===== config.mk =====
export PLATFORM = sky130hd
export DESIGN_NAME = soc_network_adapter_config_wb
export DESIGN_NICKNAME = d
export VERILOG_FILES = /design/src/rtl/soc_network_adapter_config_wb_pkg.sv /design/src/rtl/soc_network_adapter_config_wb_decode.sv /design/src/rtl/soc_network_adapter_config_wb.sv
export SDC_FILE = /design/constraint.sdc
export NUM_CORES = 1
export LEC_CHECK = 0
export CAP_MARGIN = 20
export CORE_MARGIN = 1.5
export CORE_UTILIZATION = 38
export DETAILED_ROUTE_END_ITERATION = 12
export HOLD_SLACK_MARGIN = 0.15
export PLACE_DENSITY = 0.9
export SLEW_MARGIN = 10
export SYNTH_ARGS = -nofsm -noshare
export SYNTH_HDL_FRONTEND = slang
export SYNTH_SLANG_ARGS = --single-unit

===== constraint.sdc =====
create_clock -name clk -period 6.2 [get_ports clk]
set_clock_uncertainty 0.05 [all_clocks]
set_input_delay 1.24 -clock clk [delete_from_list [all_inputs] [get_ports clk]]
set_output_delay 1.24 -clock clk [all_outputs]
set_load 0.005 [all_outputs]

===== src/rtl/soc_network_adapter_config_wb_pkg.sv =====
// Shared definitions for the Wishbone-to-configuration-register adapter:
// FSM states, legal offset windows and the burst encodings it recognises.
package soc_optimsoc_configuration;

  typedef enum logic [1:0] {
    ST_IDLE   = 2'd0,
    ST_SINGLE = 2'd1,
    ST_BURST  = 2'd2,
    ST_ERROR  = 2'd3
  } cfg_state_t;

  // Readable windows; the first window starts at offset 0.
  localparam logic [11:0] RD0_HI    = 12'h02F;
  localparam logic [11:0] RD1_LO    = 12'h100;
  localparam logic [11:0] RD1_HI    = 12'h10B;
  localparam logic [11:0] RD2_LO    = 12'h200;
  localparam logic [11:0] RD2_HI    = 12'h27F;

  // The only register that may ever be written.
  localparam logic [11:0] WR_OFFSET = 12'h108;

  // Address step between consecutive beats of an incrementing burst.
  localparam logic [11:0] BEAT_STRIDE = 12'd4;

  localparam logic [2:0] CTI_INCR   = 3'b010;
  localparam logic [2:0] CTI_END    = 3'b111;
  localparam logic [1:0] BTE_LINEAR = 2'b00;

endpackage


===== src/rtl/soc_network_adapter_config_wb_decode.sv =====
// Combinational legality check of one offset: reads must fall inside a
// readable window, writes must be a full-word write to the writable register.
module soc_network_adapter_config_decode
  import soc_optimsoc_configuration::*;
#(
  parameter int CDC_WRITABLE = 0
) (
  input  logic [11:0] i_offset,
  input  logic        i_we,
  input  logic [3:0]  i_sel,
  output logic        o_valid
);

  logic w_rd_ok;
  logic w_wr_ok;

  // Evaluate both read and write legality, then pick by direction.
  always_comb begin
    w_rd_ok = (i_offset <= RD0_HI) ||
              ((i_offset >= RD1_LO) && (i_offset <= RD1_HI)) ||
              ((i_offset >= RD2_LO) && (i_offset <= RD2_HI));
    w_wr_ok = (CDC_WRITABLE != 0) && (i_offset == WR_OFFSET) && (i_sel == 4'hF);
    o_valid = i_we ? w_wr_ok : w_rd_ok;
  end

endmodule


===== src/rtl/soc_network_adapter_config_wb.sv =====
// Wishbone B3 slave that fronts a combinational configuration register
// block. Single accesses are acked one cycle after the request; incrementing
// linear bursts stream one beat per cycle from an internal offset counter.
module soc_network_adapter_config_wb
  import soc_optimsoc_configuration::*;
#(
  parameter int DW           = 32,
  parameter int AW           = 32,
  parameter int CDC_WRITABLE = 0
) (
  input  logic          clk,
  input  logic          rst,
  input  logic [AW-1:0] wb_adr_i,
  input  logic [DW-1:0] wb_dat_i,
  input  logic [3:0]    wb_sel_i,
  input  logic          wb_we_i,
  input  logic          wb_cyc_i,
  input  logic          wb_stb_i,
  input  logic [2:0]    wb_cti_i,
  input  logic [1:0]    wb_bte_i,
  output logic [DW-1:0] wb_dat_o,
  output logic          wb_ack_o,
  output logic          wb_err_o,
  output logic          wb_rty_o,
  output logic [15:0]   cfg_addr,
  output logic [DW-1:0] cfg_din,
  output logic          cfg_en,
  output logic          cfg_we,
  input  logic [DW-1:0] cfg_dout
);

  cfg_state_t    r_state;
  cfg_state_t    w_next;
  logic          r_ack;
  logic          r_err;
  logic [DW-1:0] r_dat;
  logic [11:0]   r_cnt;

  logic          w_ack_d;
  logic          w_err_d;
  logic [11:0]   w_cnt_d;
  logic [11:0]   w_offset;
  logic          w_cfg_en;
  logic          w_req_valid;
  logic          w_cnt_valid;
  logic          w_unused;

  // Only the low 12 address bits select a register.
  assign w_unused = ^wb_adr_i[AW-1:12];

  soc_network_adapter_config_decode #(.CDC_WRITABLE(CDC_WRITABLE)) u_req_decode (
    .i_offset (wb_adr_i[11:0]),
    .i_we     (wb_we_i),
    .i_sel    (wb_sel_i),
    .o_valid  (w_req_valid)
  );

  soc_network_adapter_config_decode #(.CDC_WRITABLE(CDC_WRITABLE)) u_cnt_decode (
    .i_offset (r_cnt),
    .i_we     (wb_we_i),
    .i_sel    (wb_sel_i),
    .o_valid  (w_cnt_valid)
  );

  // Next state, register-port strobe and the response to present next cycle.
  always_comb begin
    w_next   = r_state;
    w_ack_d  = 1'b0;
    w_err_d  = 1'b0;
    w_cnt_d  = r_cnt;
    w_offset = wb_adr_i[11:0];
    w_cfg_en = 1'b0;
    case (r_state)
      ST_IDLE: begin
        if (wb_cyc_i && wb_stb_i) begin
          if (w_req_valid) begin
            w_cfg_en = 1'b1;
            w_ack_d  = 1'b1;
            if ((wb_cti_i == CTI_INCR) && (wb_bte_i == BTE_LINEAR)) begin
              w_next  = ST_BURST;
              w_cnt_d = wb_adr_i[11:0] + BEAT_STRIDE;
            end else begin
              w_next = ST_SINGLE;
            end
          end else begin
            w_err_d = 1'b1;
            w_next  = ST_ERROR;
          end
        end
      end
      ST_BURST: begin
        w_offset = r_cnt;
        if (!wb_cyc_i) begin
          w_next = ST_IDLE;
        end else if (!wb_stb_i) begin
          // Wait state: keep the previous beat's ack pending until stb returns.
          w_ack_d = r_ack;
        end else if (w_cnt_valid) begin
          w_cfg_en = 1'b1;
          w_ack_d  = 1'b1;
          w_cnt_d  = r_cnt + BEAT_STRIDE;
          if (wb_cti_i == CTI_END) begin
            w_next = ST_SINGLE;
          end
        end else begin
          w_err_d = 1'b1;
          w_next  = ST_ERROR;
        end
      end
      default: begin
        w_next = ST_IDLE;
      end
    endcase
  end

  // State, response and read-data registers with asynchronous clear.
  always_ff @(posedge clk or negedge rst) begin
    if (!rst) begin
      r_state <= ST_IDLE;
      r_ack   <= 1'b0;
      r_err   <= 1'b0;
      r_dat   <= '0;
      r_cnt   <= '0;
    end else begin
      r_state <= w_next;
      r_ack   <= w_ack_d;
      r_err   <= w_err_d;
      r_cnt   <= w_cnt_d;
      if (w_cfg_en && !wb_we_i) begin
        r_dat <= cfg_dout;
      end
    end
  end

  // Responses are only shown while the master is actively strobing.
  assign wb_ack_o = r_ack & wb_cyc_i & wb_stb_i;
  assign wb_err_o = r_err & wb_cyc_i & wb_stb_i;
  assign wb_rty_o = 1'b0;
  assign wb_dat_o = r_dat;
  assign cfg_addr = {4'h0, w_offset};
  assign cfg_en   = w_cfg_en;
  assign cfg_we   = w_cfg_en & wb_we_i;
  assign cfg_din  = wb_dat_i;

endmodule

After elaboration in Yosys (flattened, before gate mapping)
Cells that the tools add are included. W data, S select, Z words.

Logic and storage cells: 83. Output and inout port bits: 85. Register bits: 48. Input port bits: 110.

Muxes and demuxes: 33. $add $sub $neg: 2. Equality and inequality tests: 11. Reductions and logical operators: 17. Magnitude comparators: 10. Bitwise logic cells: 5.

Operator list (number): $mux W12 (7); $add A12 B3 Y12 const B (2); $ge A12 B10 Y1 const B (2); $ge A12 B9 Y1 const B (2); $le A12 B10 Y1 const B (2); $le A12 B6 Y1 const B (2); $le A12 B9 Y1 const B (2); $pmux W12 S2 (1); $mux W1 (14); $mux W2 (7); $ne A2 B2 Y1 const B (4); $logic_and A1 B1 Y1 (7); $reduce_and A7 Y1 (1); $pmux W1 S2 (3); $and A1 B1 Y1 (5); $logic_not A2 Y1 (2); $logic_or A1 B1 Y1 (4); $ne A2 B1 Y1 const B (2); $ne A4 B4 Y1 const B (1); $pmux W2 S2 (1); $eq A3 B2 Y1 const B (1); $eq A3 B3 Y1 const B (1); $ne A3 B3 Y1 const B (1); $reduce_and A3 Y1 (1); 3 further kinds (3).

Longest topological paths before layout
Depth after elaboration: 10. Gate-level depth with buffers: 8. Gate-level depth less buffers: 6.

Modules after synthesis
Synthesis repeated with hierarchy kept, for this count alone.

Cell total of the unflattened synthesis: 231. Area, all modules: 2603.7 um^2.

Modules (own cells, without submodules): soc_network_adapter_config_wb (cells each 221, seq. area each 1201.2 um^2, instances 1, area an instance 2521.2 um^2); soc_network_adapter_config_decode (cells each 5, seq. area each 0.0 um^2, instances 2, area an instance 41.3 um^2).

Least setup slack after synthesis
Ideal clock, no wire load.

Path kind: input-to-output. Start point: in wb_adr_i[3]. End point: out cfg_en. Stages on the path: 5. Path buffers: 1. Path slack: 2.323 ns. Required time: 4.910 ns. Arrival: 2.587 ns. Path through: a2111oi_4 -> o221ai_2 -> or4_4 -> o21ai_4 -> buf_12.

Longest elaborated chain between the ends: 8. Elaborated cells on any way between the ends: 13. Those cells by class: order compare (5); mux (4); reduce/logical (4).

Ends and longest elaborated chain: from (decl) (RTL line soc_network_adapter_config_wb.sv:13) `input logic [AW-1:0] wb_adr_i,`; $ge A12 B9 Y1 / $le A12 B9 Y1 (equally long branches) (RTL line soc_network_adapter_config_wb_decode.sv:20) `((i_offset >= RD1_LO) && (i_offset <= RD1_HI)) ||`; $logic_and A1 B1 Y1 (RTL line soc_network_adapter_config_wb_decode.sv:20); $logic_or A1 B1 Y1 (RTL line soc_network_adapter_config_wb_decode.sv:19) `w_rd_ok = (i_offset <= RD0_HI) ||`; $logic_or A1 B1 Y1 * (RTL line soc_network_adapter_config_wb_decode.sv:20); $mux W1 * (RTL line soc_network_adapter_config_wb_decode.sv:23) `o_valid = i_we ? w_wr_ok : w_rd_ok;`; $mux W1 * (RTL line soc_network_adapter_config_wb.sv:76) `if (w_req_valid) begin`; $mux W1 * (RTL line soc_network_adapter_config_wb.sv:75) `if (wb_cyc_i && wb_stb_i) begin`; $pmux W1 S2 * (RTL line soc_network_adapter_config_wb.sv:73) `case (r_state)`; to (decl) (RTL line soc_network_adapter_config_wb.sv:27) `output logic cfg_en,`.

Mark *: on every way between the ends. The rest lies on a longest branch, timed or not.

Worst setup path in the final report
Ends and elaborated chain as after synthesis.

==> impl_metrics.toml <==
[place]
hpwlAfterDp_mm = 4.30
dp_slack_ps = 1420
portBuffers = 100
finalWeightedCongestion = 0.787

[worst_setup_path]
critPathMostFrequentCell = "clkdlybuf4s50_1"
rr_startpoint = "r_cnt[3]"
slowest_delay_ps = 550
crit_chain = "clkdlybuf4s50_1 -> a2111oi_4 -> o221ai_2 -> or4_4 -> o21ai_4 -> clkdlybuf4s50_1"
crit_type = "in2out"
worstPathRequired_ps = 4910
crit_path_max_fanout = 4
reg2reg_depth = 5
crit_path_start_kind = "input pin"
cp-startpoint = "wb_adr_i[3]"
crit_arrival_ps = 3490
crit_slowest_cell = "or4_4"
cp-end-kind = "output port"

[outcome]
status = "completed"

[grt]
grt_pass1_vias = 1812
grt-ovfl-total = 0
grt_max_degree = 49
grt_use_total_pct = 15.0
antenna_found_initial = 0
grt_first_pass_wirelength_mm = 8.88

[cells_and_area]
diodes = 0
nets = 390
seq_area_um2 = 1200
area_growth_pct = 33.5
layout-drive-gt1-share_pct = 23.9
multi_input_area_um2 = 1130
nFillCells = 617

[cts]
cts_sinks = 48
cts_buffers = 5
clkTransAtPathRegs_ps = 90
hold_buffers = 0
htreeDepth = 2
ctsRootBufferMaster = "clkbuf_8"
cts_buffer_depth = 2
ctsResizeCount = 0
cts_setup_buffers = 0
insertion_delay_ps = 290
cts_tree = "built"

[power]
power_uw = 1170
irDropWorstVdd_v = 0.000120
p_leak_uw = 0.00156
power.density_nw_per_um2 = 324

[flow_run]
maxCapViolCount = 0

[timing]
post-route-period-util_pct = 77.1
tightestPinTransition_ps = 598
hold_viol = 0
setup_tns_ps = 0
final-max-slew-violation-count = 0
fin_crit_ps = 4780
timing.final.ws_setup_ps = 1420
grt_setup_unrepaired = "false"
hold_ws_ps = 462
slew_headroom_pct = 60.1
finalSetupViolCount = 0
fmax_mhz = 209

[route]
wire_per_inst_um = 15.5
ant_nets = 0
firstDrtPassIters = 4
drtIter0Drc = 26
drc = 0
viasPerCell = 4.83
vias = 1816
drt-total-wl_mm = 5.83

[logic_synthesis]
synthFlopType = "dfrtp_1"
syn_area_um2 = 2690
yosys_warnings = 0
syn_area_per_cell_um2 = 13.0
ys_seq_elements = 48
synth_edf_count = 0
async_flop_share_pct = 100
synth.distinct_cells = 37
syn_inst = 207
seq_area_frac_synth_pct = 44.6

[floorplanning]
num_rows = 30
die_w_um = 87.2
io_pins = 195
die_y_um = 87.2
core_um2 = 6830
die_area_um2 = 7600
initial_core_util_pct = 39.4

[hold_path]
hold_depth = 1
hold_class = "reg2reg"
min_from = "wb_dat_o[24]"
-- placed cells by master (no fill, tap or decap), types with 2 or more instances in the layout --
cell type / Yosys / final
a2111oi_0: 2 / 2
a21oi_1: 2 / 2
and2_1: 2 / 2
and3_1: 4 / 4
buf_4: 38 / 2
clkbuf_8: 0 / 5
clkdlybuf4s50_1: 0 / 99
clkinv_2: 0 / 2
conb_1: 1 / 6
dfrtp_1: 48 / 48
inv_1: 7 / 7
mux2_2: 20 / 20
mux2_4: 29 / 29
mux2i_1: 7 / 7
nand2_1: 6 / 6
nand2b_1: 3 / 3
nand3_1: 2 / 2
nor2_1: 4 / 4
nor4_1: 3 / 3
o21ai_0: 3 / 3
o21bai_1: 2 / 2
xnor2_1: 3 / 3
-- cells in the mapped netlist, types with 2 or more instances --
master,n,area [µm²]
dfrtp_1,48,1200
buf_4,38,285
mux2_4,29,435
mux2_2,20,225
inv_1,7,26.3
mux2i_1,7,70.1
nand2_1,6,22.5
and3_1,4,25.0
nor2_1,4,15.0
buf_12,3,60.1
nand2b_1,3,18.8
nor4_1,3,18.8
o21ai_0,3,15.0
xnor2_1,3,26.3
a2111oi_0,2,17.5
a21oi_1,2,10.0
and2_1,2,12.5
buf_2,2,10.0
nand3_1,2,10.0
o21bai_1,2,15.0
-- metal layers --
| layer | up-vias | global-route usage (%) | wire length [µm] |
|---|---|---|---|
| li1 | 829 | - | - |
| met1 | 884 | 17.1 | 2330 |
| met2 | 83 | 25.9 | 2870 |
| met3 | 20 | 5.31 | 539 |
| met4 | 0 | 5.48 | 89 |
| met5 | - | 0 | 0 |
-- through the flow --
step	std cells	utilization (%)	cell area, µm²
6_report	376	52.6	3600
5_1_grt	376	52.6	3600
4_1_cts	375	52.3	3580
3_5_place_dp	367	51.1	3490
3_3_place_gp	367	51.1	3490
2_1_floorplan	212	-	2710
-- worst max-delay path: cells and delay by family --
family	cells	cell delay (ps)
simple gates	1	550
compound gates	3	680
buf+inv	2	1020
-- sequential cells by signal, indices dropped and copies added, names as in the netlist --
signal / flops
wb_dat_o: 32
r_err: 1
r_cnt: 12
r_state: 2
r_ack: 1
-- area by class of cell --
type,instances,share of cell area [%]
tap,96,3.34
sequential,48,33.4
timing repair buffer,103,28.7
inverter,7,0.731
clock inverter,3,0.522
multi-input combinational,114,31.4
clock buffer,5,1.91
-- final timing paths --
path | to | slack (ps)
worst min register to register | wb_dat_o[24] | 460
min in group asynchronous | wb_dat_o[18] | 770
worst max-delay path | cfg_en | 1420
worst max register to register | wb_dat_o[27] | 3620
worst min-delay path | wb_dat_o[24] | 460
max in group asynchronous | r_state[0] | 4850
-- cell families (layout without fill, tap and decap cells) --
logic type | count (synthesis) | after routing | synth area share [%]
muxes | 56 | 56 | 27.1
adders and majority gates | 1 | 1 | 0.464
AOI/OAI and AO/OA | 19 | 19 | 6.50
other | 1 | 6 | 0.139
DFF | 48 | 48 | 44.6
and+or+nand+nor | 28 | 28 | 5.71
buffers and inverters | 50 | 118 | 14.2
xor gates and xnor gates | 4 | 4 | 1.30
-- power by group --
part / switching [µW] / leakage (µW) / internal, µW
clock network: 106 / 0.0000479 / 78.8
logic: 147 / 0.000892 / 340
registers: 73.8 / 0.000625 / 419
(Power assumes the default switching activity.)
